[config.mk]
export PLATFORM = sky130hd
export DESIGN_NAME = paralelo_serial_param
export DESIGN_NICKNAME = d
export VERILOG_FILES = /design/src/rtl/paralelo_serial_param.sv
export SDC_FILE = /design/constraint.sdc
export NUM_CORES = 1
export LEC_CHECK = 0
export ABC_AREA = 1
export CORE_MARGIN = 1
export CORE_UTILIZATION = 47
export DETAILED_ROUTE_END_ITERATION = 8
export GPL_TIMING_DRIVEN = 0
export PLACE_DENSITY = 0.73
export SETUP_SLACK_MARGIN = 0.2
export SLEW_MARGIN = 10
export SYNTH_ARGS = -nofsm -noshare
export SYNTH_HDL_FRONTEND = slang
export SYNTH_SLANG_ARGS = --single-unit
[constraint.sdc]
create_clock -name clk -period 0.9 [get_ports clk]
set_input_delay 0.18 -clock clk [delete_from_list [all_inputs] [get_ports clk]]
set_output_delay 0.18 -clock clk [all_outputs]
set_load 0.03 [all_outputs]
[src/rtl/paralelo_serial_param.sv]
`default_nettype none
// ============================================================================
// Module   : paralelo_serial_param
// Purpose  : Parametrised parallel-to-serial transmitter with continuous
//            framing. WIDTH-bit words enter through a valid/ready handshake.
//            One word can be held in a buffer so that back-to-back words
//            stream without gaps. Words are shifted out one bit per clock,
//            MSB-first or LSB-first. When no data is pending, an idle frame
//            is sent so that frame alignment is never lost.
// Revision : 1.0 - initial release
// ----------------------------------------------------------------------------
// Parameters
//   WIDTH      word and frame length in bits (>= 2)
//   LSB_FIRST  0: bit WIDTH-1 goes first, 1: bit 0 goes first
//   IDLE_WORD  idle frame pattern (used only when IDLE_COMMA_EN is defined)
// Ports
//   clk             clock, all state changes on posedge
//   reset           asynchronous, active-high reset
//   entradas        parallel word to transmit
//   entrada_valida  entradas holds a valid word
//   listo           block can take a word (buffer empty)
//   salida          serial bit, taken straight from the shift register
//   inicio_trama    high during the first bit of every frame
//   trama_datos     high for every bit of a frame that carries data
// Configuration macro
//   IDLE_COMMA_EN   defined  : idle frames carry IDLE_WORD (comma pattern)
//                   undefined: idle frames are all zeros
// ============================================================================
module paralelo_serial_param #(
    parameter int              WIDTH     = 10,
    parameter bit              LSB_FIRST = 1'b0,
    parameter logic [WIDTH-1:0] IDLE_WORD = WIDTH'(10'b0011111010)
) (
    input  logic             clk,
    input  logic             reset,
    input  logic [WIDTH-1:0] entradas,
    input  logic             entrada_valida,
    output logic             listo,
    output logic             salida,
    output logic             inicio_trama,
    output logic             trama_datos
);

    localparam int            CW     = $clog2(WIDTH);
    localparam logic [CW-1:0] c_LAST = CW'(WIDTH - 1);

`ifdef IDLE_COMMA_EN
    localparam logic [WIDTH-1:0] c_IDLE_FRAME = IDLE_WORD;
`else
    localparam logic [WIDTH-1:0] c_IDLE_FRAME = '0;
    // The pattern is only meaningful with the comma option; keep it
    // referenced so the parameter does not read as forgotten.
    logic w_unused_idle_word;
    assign w_unused_idle_word = ^IDLE_WORD;
`endif

    // ------------------------------------------------------------------------
    // State
    // ------------------------------------------------------------------------
    logic [CW-1:0]    contador_q,     contador_d;
    logic [WIDTH-1:0] carga_q,        carga_d;
    logic [WIDTH-1:0] buffer_q,       buffer_d;
    logic             buffer_lleno_q, buffer_lleno_d;
    logic             trama_datos_q,  trama_datos_d;

    logic w_boundary;
    logic w_accept;

    assign w_boundary = (contador_q == c_LAST);
    assign w_accept   = entrada_valida & ~buffer_lleno_q;

    // ------------------------------------------------------------------------
    // Next-state logic
    // ------------------------------------------------------------------------
    always_comb begin
        contador_d     = contador_q + CW'(1);
        carga_d        = carga_q;
        buffer_d       = buffer_q;
        buffer_lleno_d = buffer_lleno_q;
        trama_datos_d  = trama_datos_q;

        if (w_boundary) begin
            contador_d = '0;
            if (buffer_lleno_q) begin
                // A buffered word always wins; listo is low here, so no
                // new word can be accepted on this edge.
                carga_d        = buffer_q;
                buffer_lleno_d = 1'b0;
                trama_datos_d  = 1'b1;
            end else if (w_accept) begin
                // Word offered exactly at the boundary goes straight to the
                // shift register, saving a full frame of latency.
                carga_d       = entradas;
                trama_datos_d = 1'b1;
            end else begin
                carga_d       = c_IDLE_FRAME;
                trama_datos_d = 1'b0;
            end
        end else begin
            if (w_accept) begin
                buffer_d       = entradas;
                buffer_lleno_d = 1'b1;
            end
            // Move the next bit onto the output end; vacated bits are zero.
            if (LSB_FIRST) begin
                carga_d = carga_q >> 1;
            end else begin
                carga_d = carga_q << 1;
            end
        end
    end

    // ------------------------------------------------------------------------
    // State registers
    // ------------------------------------------------------------------------
    always_ff @(posedge clk or posedge reset) begin
        if (reset) begin
            contador_q     <= '0;
            carga_q        <= c_IDLE_FRAME;
            buffer_q       <= '0;
            buffer_lleno_q <= 1'b0;
            trama_datos_q  <= 1'b0;
        end else begin
            contador_q     <= contador_d;
            carga_q        <= carga_d;
            buffer_q       <= buffer_d;
            buffer_lleno_q <= buffer_lleno_d;
            trama_datos_q  <= trama_datos_d;
        end
    end

    // ------------------------------------------------------------------------
    // Outputs
    // ------------------------------------------------------------------------
    generate
        if (LSB_FIRST) begin : g_lsb_first
            assign salida = carga_q[0];
        end else begin : g_msb_first
            assign salida = carga_q[WIDTH-1];
        end
    endgenerate

    assign listo        = ~buffer_lleno_q;
    assign inicio_trama = (contador_q == '0);
    assign trama_datos  = trama_datos_q;

endmodule
`default_nettype wire

==> Word level (Yosys, flattened, before mapping) <==
Cells that the tools add are included.
W data, S select, Z words.
{ "totals": {"input_bits": 13, "ff_bits": 26, "elab_cells": 21} }
{ "op_classes": {"n_eq_ne": 1, "reduce_logical": 3, "addsub": 1, "n_bitwise": 3, "muxes": 8} }
{ "op_table": {"columns": ["operator", "count"], "rows": [
  ["$mux W10", 3],
  ["$add A4 B1 Y4 const B", 1],
  ["$eq A4 B4 Y1 const B", 1],
  ["$logic_not A4 Y1", 1],
  ["$mux W1", 4],
  ["$mux W4", 1],
  ["$not A1 Y1", 2],
  ["$reduce_and A2 Y1", 1],
  ["$reduce_bool A2 Y1", 1],
  ["$and A1 B1 Y1", 1]
]} }

==> Logic depth before layout (Yosys ltp) <==
Gate-level depths: netlist (run 1).
{ "depth": {"depth_word": 5, "depth_mapped": 7, "depth_no_buf": 6} }

==> Worst setup path before layout (run 1) <==
Ideal clock, no wire load.
{ "synth_path": {"path_kind": "reg-to-output", "start": "register contador_q[1]", "end": "output inicio_trama", "required_time_ns": 0.720, "n_path_buf": 0, "stages_incl_launch_ff": 2, "t_arrival_ns": 1.423, "path_slack_ns": -0.703, "cell_sequence": "dfrtp_1 -> nor4_1"} }
{ "synth_between": {"elab_chain_cells": 1} }
{ "synth_rtl": {"columns": ["element", "line", "source"], "rows": [
  ["start, declared", "60", "logic [CW-1:0] contador_q, contador_d;"],
  ["start signal, assigned", "124", "contador_q <= contador_d;"],
  ["$logic_not A4 Y1", "144", "assign inicio_trama = (contador_q == '0);"],
  ["end, declared", "40", "output logic inicio_trama,"]
]} }
Every way passes these cells.

==> Final worst setup path (run 1) <==
{ "layout_path": {"start": "register contador_q[0]", "end": "output inicio_trama"} }
Same word-level chain as after synthesis.

==> metrics.yaml, run 1 <==
gp_congestion: 0.7299
fin_hold_ws_ps: 239.2
n_antenna_cell: 0
synth_nets: 161
finalNetCount: 199
drt_iter0_drc: 41
core_area_um2: 2318
fmax_mhz: 706.8
power_switching_mw: 0.6587
grt_usage: 0.2408
grt_setup_unrepaired: "true"
required_ps: 720
tightest_slew_ps: 324.2
wl_met3_um: 142
relSlewSlack: 0.7834
cts_buffers: 3
dr_wl_met2_um: 1767
synth_top_area_cell: "dfrtp_1"
critPathMaxFanout: 2
hp-class: "in -> async"
fin_skew_ps: 5.800
io_pins: 17
setup_violations: 30
synth_top_area_share: 0.5422
ant_nets: 0
pwr-share-clk: 0.338
syn2layout_area_growth_pct: 56.52
ys_seq_elements: 26
power_frac_comb: 0.148
first_pass_iters: 4
synth_cell_type_count: 17
clock_sinks: 26
start_util: 0.5175
grt_max_degree: 27
crit_arrival_ps: 1230
yosysWarnings: 0
viasPerCell: 5.277
status: "complete, but fails checks"
clock_path_buffers: 2
power.total_mw: 2.532
die_w_um: 52.53
crit_type: "reg -> out"
slew_violations: 0
num_rows: 17
grt_pass1_vias: 1016
wire_per_inst_um: 15.76
die-area_um2: 2759
ctsHtreeMaxLevel: 1
p_leak_nw: 0.9089
totalWireLength_um: 3357
failed_checks: "setup timing"
p_int_mw: 1.873
cts_hold_buf: 0
clockRootBuffer: "clkbuf_4"
grt_pass1_wl_um: 4609
start_kind: "register"
die_y_um: 52.53
power_density_nw_per_um2: 1348
synth_area_per_cell_um2: 8.107
max_cap_violations: 0
worstSkewPairLatency_ps: 340
vias: 1124
vdd_drop_max_mv: 1.102
path_clk_slew_ps: 160
hold_viol: 0
route.detailed.drc: 0
final.min_clock_period_ps: 1415
dp_hpwl_um: 1669
worst_slack_ps: -514.8
antenna_found_initial: 0
ys_seq_area_frac: 0.5422
seqPwrFrac: 0.514
drive_above_1_share: 0.4270
synth_top_cells_by_area: "dfrtp_1, nand2_1, nand3_1"
fin_crit_sh: 1.572
syn_area_um2: 1200
end_kind: "primary output"
m1WireLength_um: 1354
port_buffers: 16
grt-ovfl-total: 0
ff2ff_path_depth: 9
swShare: 0.2602
synthCells: 148
routed.top_layer: "met4"
cts_tree: "done"
-- cells in the final DEF (no fill, tap or decap) --
master / count
nand3_2: 9
clkinvlp_4: 2
buf_4: 6
inv_8: 2
buf_16: 1
dfrtp_1: 23
buf_2: 1
buf_6: 11
nor4_4: 1
xor2_1: 1
dfrtp_2: 3
inv_1: 2
o21ai_2: 1
inv_2: 2
bufinv_16: 1
buf_12: 4
nand2_2: 20
nand2_4: 2
clkbuf_16: 1
nor2_4: 3
buf_8: 1
nand3_1: 2
clkdlybuf4s50_1: 12
inv_4: 1
nand2_8: 3
nand2_1: 62
nor2_2: 1
o21ai_1: 1
clkbuf_4: 3
nor2_1: 3
-- worst max-delay path, cell delays in order (launching register included) --
cell and delay (ps):
dfrtp_2 450, nor4_4 280, buf_6 160
-- flip-flops by register name, indices dropped and copies added (netlist names) --
name / count
trama_datos: 1
carga_q: 10
buffer_q: 10
buffer_lleno_q: 1
contador_q: 4
-- Yosys cell counts --
cell type / number
nor2_1: 4
inv_2: 2
nand3_1: 11
nor2_2: 1
nor2_4: 2
nand2_4: 1
nor4_1: 1
buf_6: 2
buf_12: 1
dfrtp_1: 26
nand2_2: 2
xor2_1: 1
buf_2: 3
o21ai_0: 2
inv_4: 1
nand2_1: 83
inv_1: 5
-- power groups by stage --
| stage | clock network [mW] | registers, mW | logic, mW |
|---|---|---|---|
| 6_report | 0.855 | 1.30 | 0.376 |
| 3_5_place_dp | 0 | 1.31 | 0.324 |
| 4_1_cts | 0.822 | 1.29 | 0.329 |
| 2_1_floorplan | 0 | 1.31 | 0.197 |
| 3_3_place_gp | 0 | 1.30 | 0.313 |
| 5_1_grt | 0.872 | 1.31 | 0.420 |
-- kinds of logic (layout without fill, tap and decap cells) --
family / count (synthesis) / after routing / share of synthesized area
AND/OR/NAND/NOR: 105 / 106 / 0.3670
flip-flops: 26 / 26 / 0.5422
buffers and inverters: 14 / 50 / 0.07508
AO/OA/AOI/OAI: 2 / 2 / 0.008342
XOR/XNOR: 1 / 1 / 0.007301
-- stage by stage --
step	setup TNS, ps	worst slack (ps)	instance area [um2]	cells	utilization
2_1_floorplan	-2997	-195.2	1306	148	-
3_3_place_gp	-12390	-663.6	1501	192	0.6476
3_5_place_dp	-13200	-677.8	1501	192	0.6476
4_1_cts	-8694	-506.3	1744	206	0.7523
5_1_grt	-13150	-544.8	1878	213	0.8100
6_report	-12060	-514.8	1878	213	0.8100
-- area by class of cell --
class | count | area [um2]
repair buffers | 31 | 352.8
clock buffers | 3 | 22.52
clock inverters | 1 | 30.03
well taps | 28 | 35.03
fillers | 131 | 440.4
plain buffers | 6 | 88.84
inverters | 8 | 51.30
multi-input cells | 109 | 635.6
repair inverters | 1 | 7.507
flip-flops and latches | 26 | 654.4
-- per-layer routing --
metal	vias up	global-route usage
met1	548	0.2897
li1	527	-
met4	0	0.09649
met2	38	0.4304
met3	11	0.02899
met5	-	0
-- timing repair --
action	in CTS	in global routing
pin swaps	5	6
gates cloned	3	3
gates resized for setup	47	20
setup endpoints to repair	29	33
setup buffers	7	4
endpoints found under the hold margin	0	0
-- final timing paths --
kind	start	to	slack (ps)
worst max register to register	contador_q[0]$_DFF_PP0_	buffer_q[9]$_DFFE_PP0P_	-490
worst max-delay path	contador_q[0]$_DFF_PP0_	inicio_trama	-510
worst min register to register	carga_q[1]$_DFF_PP0_	carga_q[2]$_DFF_PP0_	470
worst min-delay path	reset	carga_q[3]$_DFF_PP0_	240
max in group asynchronous	reset	contador_q[0]$_DFF_PP0_	420
min in group clk	entradas[8]	buffer_q[8]$_DFFE_PP0P_	410
Note: power is estimated with default switching activity, not from simulation.
==> run 2, diff against run 1 <==
--- a/config.mk
+++ b/config.mk
@@ -6,8 +6,9 @@
 export NUM_CORES = 1
 export LEC_CHECK = 0
 export ABC_AREA = 1
-export CORE_MARGIN = 1
+export CORE_MARGIN = 3
 export CORE_UTILIZATION = 47
+export CTS_BUF_LIST = sky130_fd_sc_hd__clkbuf_4 sky130_fd_sc_hd__clkbuf_8 sky130_fd_sc_hd__clkbuf_16
 export DETAILED_ROUTE_END_ITERATION = 8
 export GPL_TIMING_DRIVEN = 0
 export PLACE_DENSITY = 0.73
==> metrics.yaml, run 2 (synthesized netlist as in run 1, its figures left out) <==
status: "complete, but fails checks"  # unchanged
failed_checks: "setup timing"  # unchanged
end_kind: "primary output"  # unchanged
n_antenna_cell: 0  # unchanged
power_density_nw_per_um2: 1319  # was 1348 nW/um2
start_util: 0.5175  # unchanged
cts_tree: "done"  # unchanged
totalWireLength_um: 3349  # was 3357 um
hold_viol: 0  # unchanged
dp_hpwl_um: 1689  # was 1669 um
fmax_mhz: 692.4  # was 706.8 MHz
path_clk_slew_ps: 160  # about the same
final.min_clock_period_ps: 1444  # was 1415 ps
hp-class: "in -> async"  # unchanged
critPathMaxFanout: 3  # was 2
drt_iter0_drc: 33  # was 41
dpl_cell_area_um2: 1501  # unchanged
dr_wl_met2_um: 1784  # was 1767 um
route.detailed.drc: 0  # unchanged
first_pass_iters: 4  # unchanged
max_cap_violations: 0  # unchanged
crit_arrival_ps: 1260  # was 1230 ps
grt-ovfl-total: 0  # unchanged
fin_skew_ps: 8.831  # was 5.800 ps
worstSkewPairLatency_ps: 330  # was 340 ps
worstPathCellList: "nor4_4 -> buf_4"  # was nor4_4 -> buf_6
setup_violations: 29  # was 30
worst_slack_ps: -544.2  # was -514.8 ps
grt_usage: 0.2113  # was 0.2408
vdd_drop_max_mv: 1.056  # was 1.102 mV
ant_nets: 0  # unchanged
core_area_um2: 2318  # unchanged
power.total_mw: 2.496  # was 2.532 mW
tightest_slew_ps: 571.8  # was 324.2 ps
crit_type: "reg -> out"  # unchanged
antenna_found_initial: 0  # unchanged
clock_path_buffers: 2  # unchanged
dpl_worst_slack_ps: -681.9  # was -677.8 ps
die-area_um2: 3195  # was 2759 um2
relSlewSlack: 0.6180  # was 0.7834
fin_crit_sh: 1.605  # was 1.572
cts_hold_buf: 0  # unchanged
viasPerCell: 5.156  # was 5.277
drive_above_1_share: 0.4728  # was 0.4270
layout_common_cells: "nand2_1, nand2_2, dfrtp_1, buf_6, clkdlybuf4s50_1"  # was nand2_1, dfrtp_1, nand2_2, clkdlybuf4s50_1, buf_6
grt_pass1_wl_um: 5230  # was 4609 um
required_ps: 720  # about the same
syn2layout_area_growth_pct: 57.66  # was 56.52%
finish.utilization: 0.8160  # was 0.8100
m1WireLength_um: 1324  # was 1354 um
clock_sinks: 26  # unchanged
wl_met3_um: 135  # was 142 um
vias: 1093  # was 1,124
final_common_cell: "nand2_1"  # unchanged
port_buffers: 16  # unchanged
start_kind: "register"  # unchanged
cp_slowest_cell: "dfrtp_2"  # unchanged
slew_violations: 0  # unchanged
die_y_um: 56.53  # was 52.53 um
finalNetCount: 198  # was 199
routed.top_layer: "met4"  # unchanged
io_pins: 17  # unchanged
grt_max_degree: 27  # unchanged
die_w_um: 56.53  # was 52.53 um
grt_pass1_vias: 1135  # was 1,016
gp_congestion: 0.7494  # was 0.7299
cts_buffers: 3  # unchanged
ctsHtreeMaxLevel: 1  # unchanged
postLayoutCellArea_um2: 1892  # was 1878 um2
grt_setup_unrepaired: "true"  # unchanged
clockRootBuffer: "clkbuf_4"  # unchanged
wire_per_inst_um: 15.80  # was 15.76 um
num_rows: 17  # unchanged
reg.largest.list: "buffer_q x10, carga_q x10, contador_q x4"  # unchanged
p_leak_nw: 0.9463  # was 0.9089 nW
path_delay_family: "flip-flops"  # unchanged
cp_num_buf_inv: 1  # unchanged
max_stage_delay_ps: 470  # was 450 ps
==> run 2: path summary, 6_finish.rpt <==
kind                                          from                      end  slack, ps  cells after the start
max in group asynchronous                    reset  contador_q[2]$_DFF_PP0_        310                      2
hold reg to reg               carga_q[7]$_DFF_PP0_     carga_q[8]$_DFF_PP0_        470                      2
setup / recovery           contador_q[1]$_DFF_PP0_             inicio_trama       -540                      2
min in group clk                       entradas[1]  buffer_q[1]$_DFFE_PP0P_        420                      3
setup reg to reg           contador_q[1]$_DFF_PP0_  buffer_q[5]$_DFFE_PP0P_       -440                      7
hold / removal                               reset     carga_q[3]$_DFF_PP0_        220                      2
==> run 2: power by group <==
part	leakage, nW	switching, mW	internal [mW]
combinational	0.594	0.204	0.174
sequential	0.324	0.0409	1.25
clock	0.0279	0.379	0.451
total	0.946	0.624	1.87
==> run 2: metrics by stage <==
| stage | setup TNS (ps) | hold WS [ps] | cells |
|---|---|---|---|
| 2_1_floorplan | -2997 | 70.54 | 148 |
| 3_3_place_gp | -12300 | 429.1 | 192 |
| 3_5_place_dp | -13410 | 430.6 | 192 |
| 4_1_cts | -9307 | 243.3 | 207 |
| 5_1_grt | -11590 | 263.1 | 212 |
| 6_report | -10340 | 222.5 | 212 |
==> run 2: timing repair <==
item,4_1_cts,5_1_grt
gates resized for setup,44,36
cloned,3,1
buffers inserted,8,4
endpoints found under the setup margin,29,30
pin swaps,2,24
==> run 2: metal layers <==
metal  up-vias  GRT usage
met3        10    0.03678
met1       529     0.2614
met2        32     0.3696
met4         0    0.06780
met5         -          0
li1        522          -
==> run 2: area by class of cell <==
type                    count  area, um2
clock inverters             1      30.03
well taps                  28      35.03
clock buffers               3      22.52
fillers                   128      426.7
multi-input cells         108      655.6
inverters                   8      48.80
flip-flops and latches     26      654.4
repair buffers             32      365.4
plain buffers               6      80.08
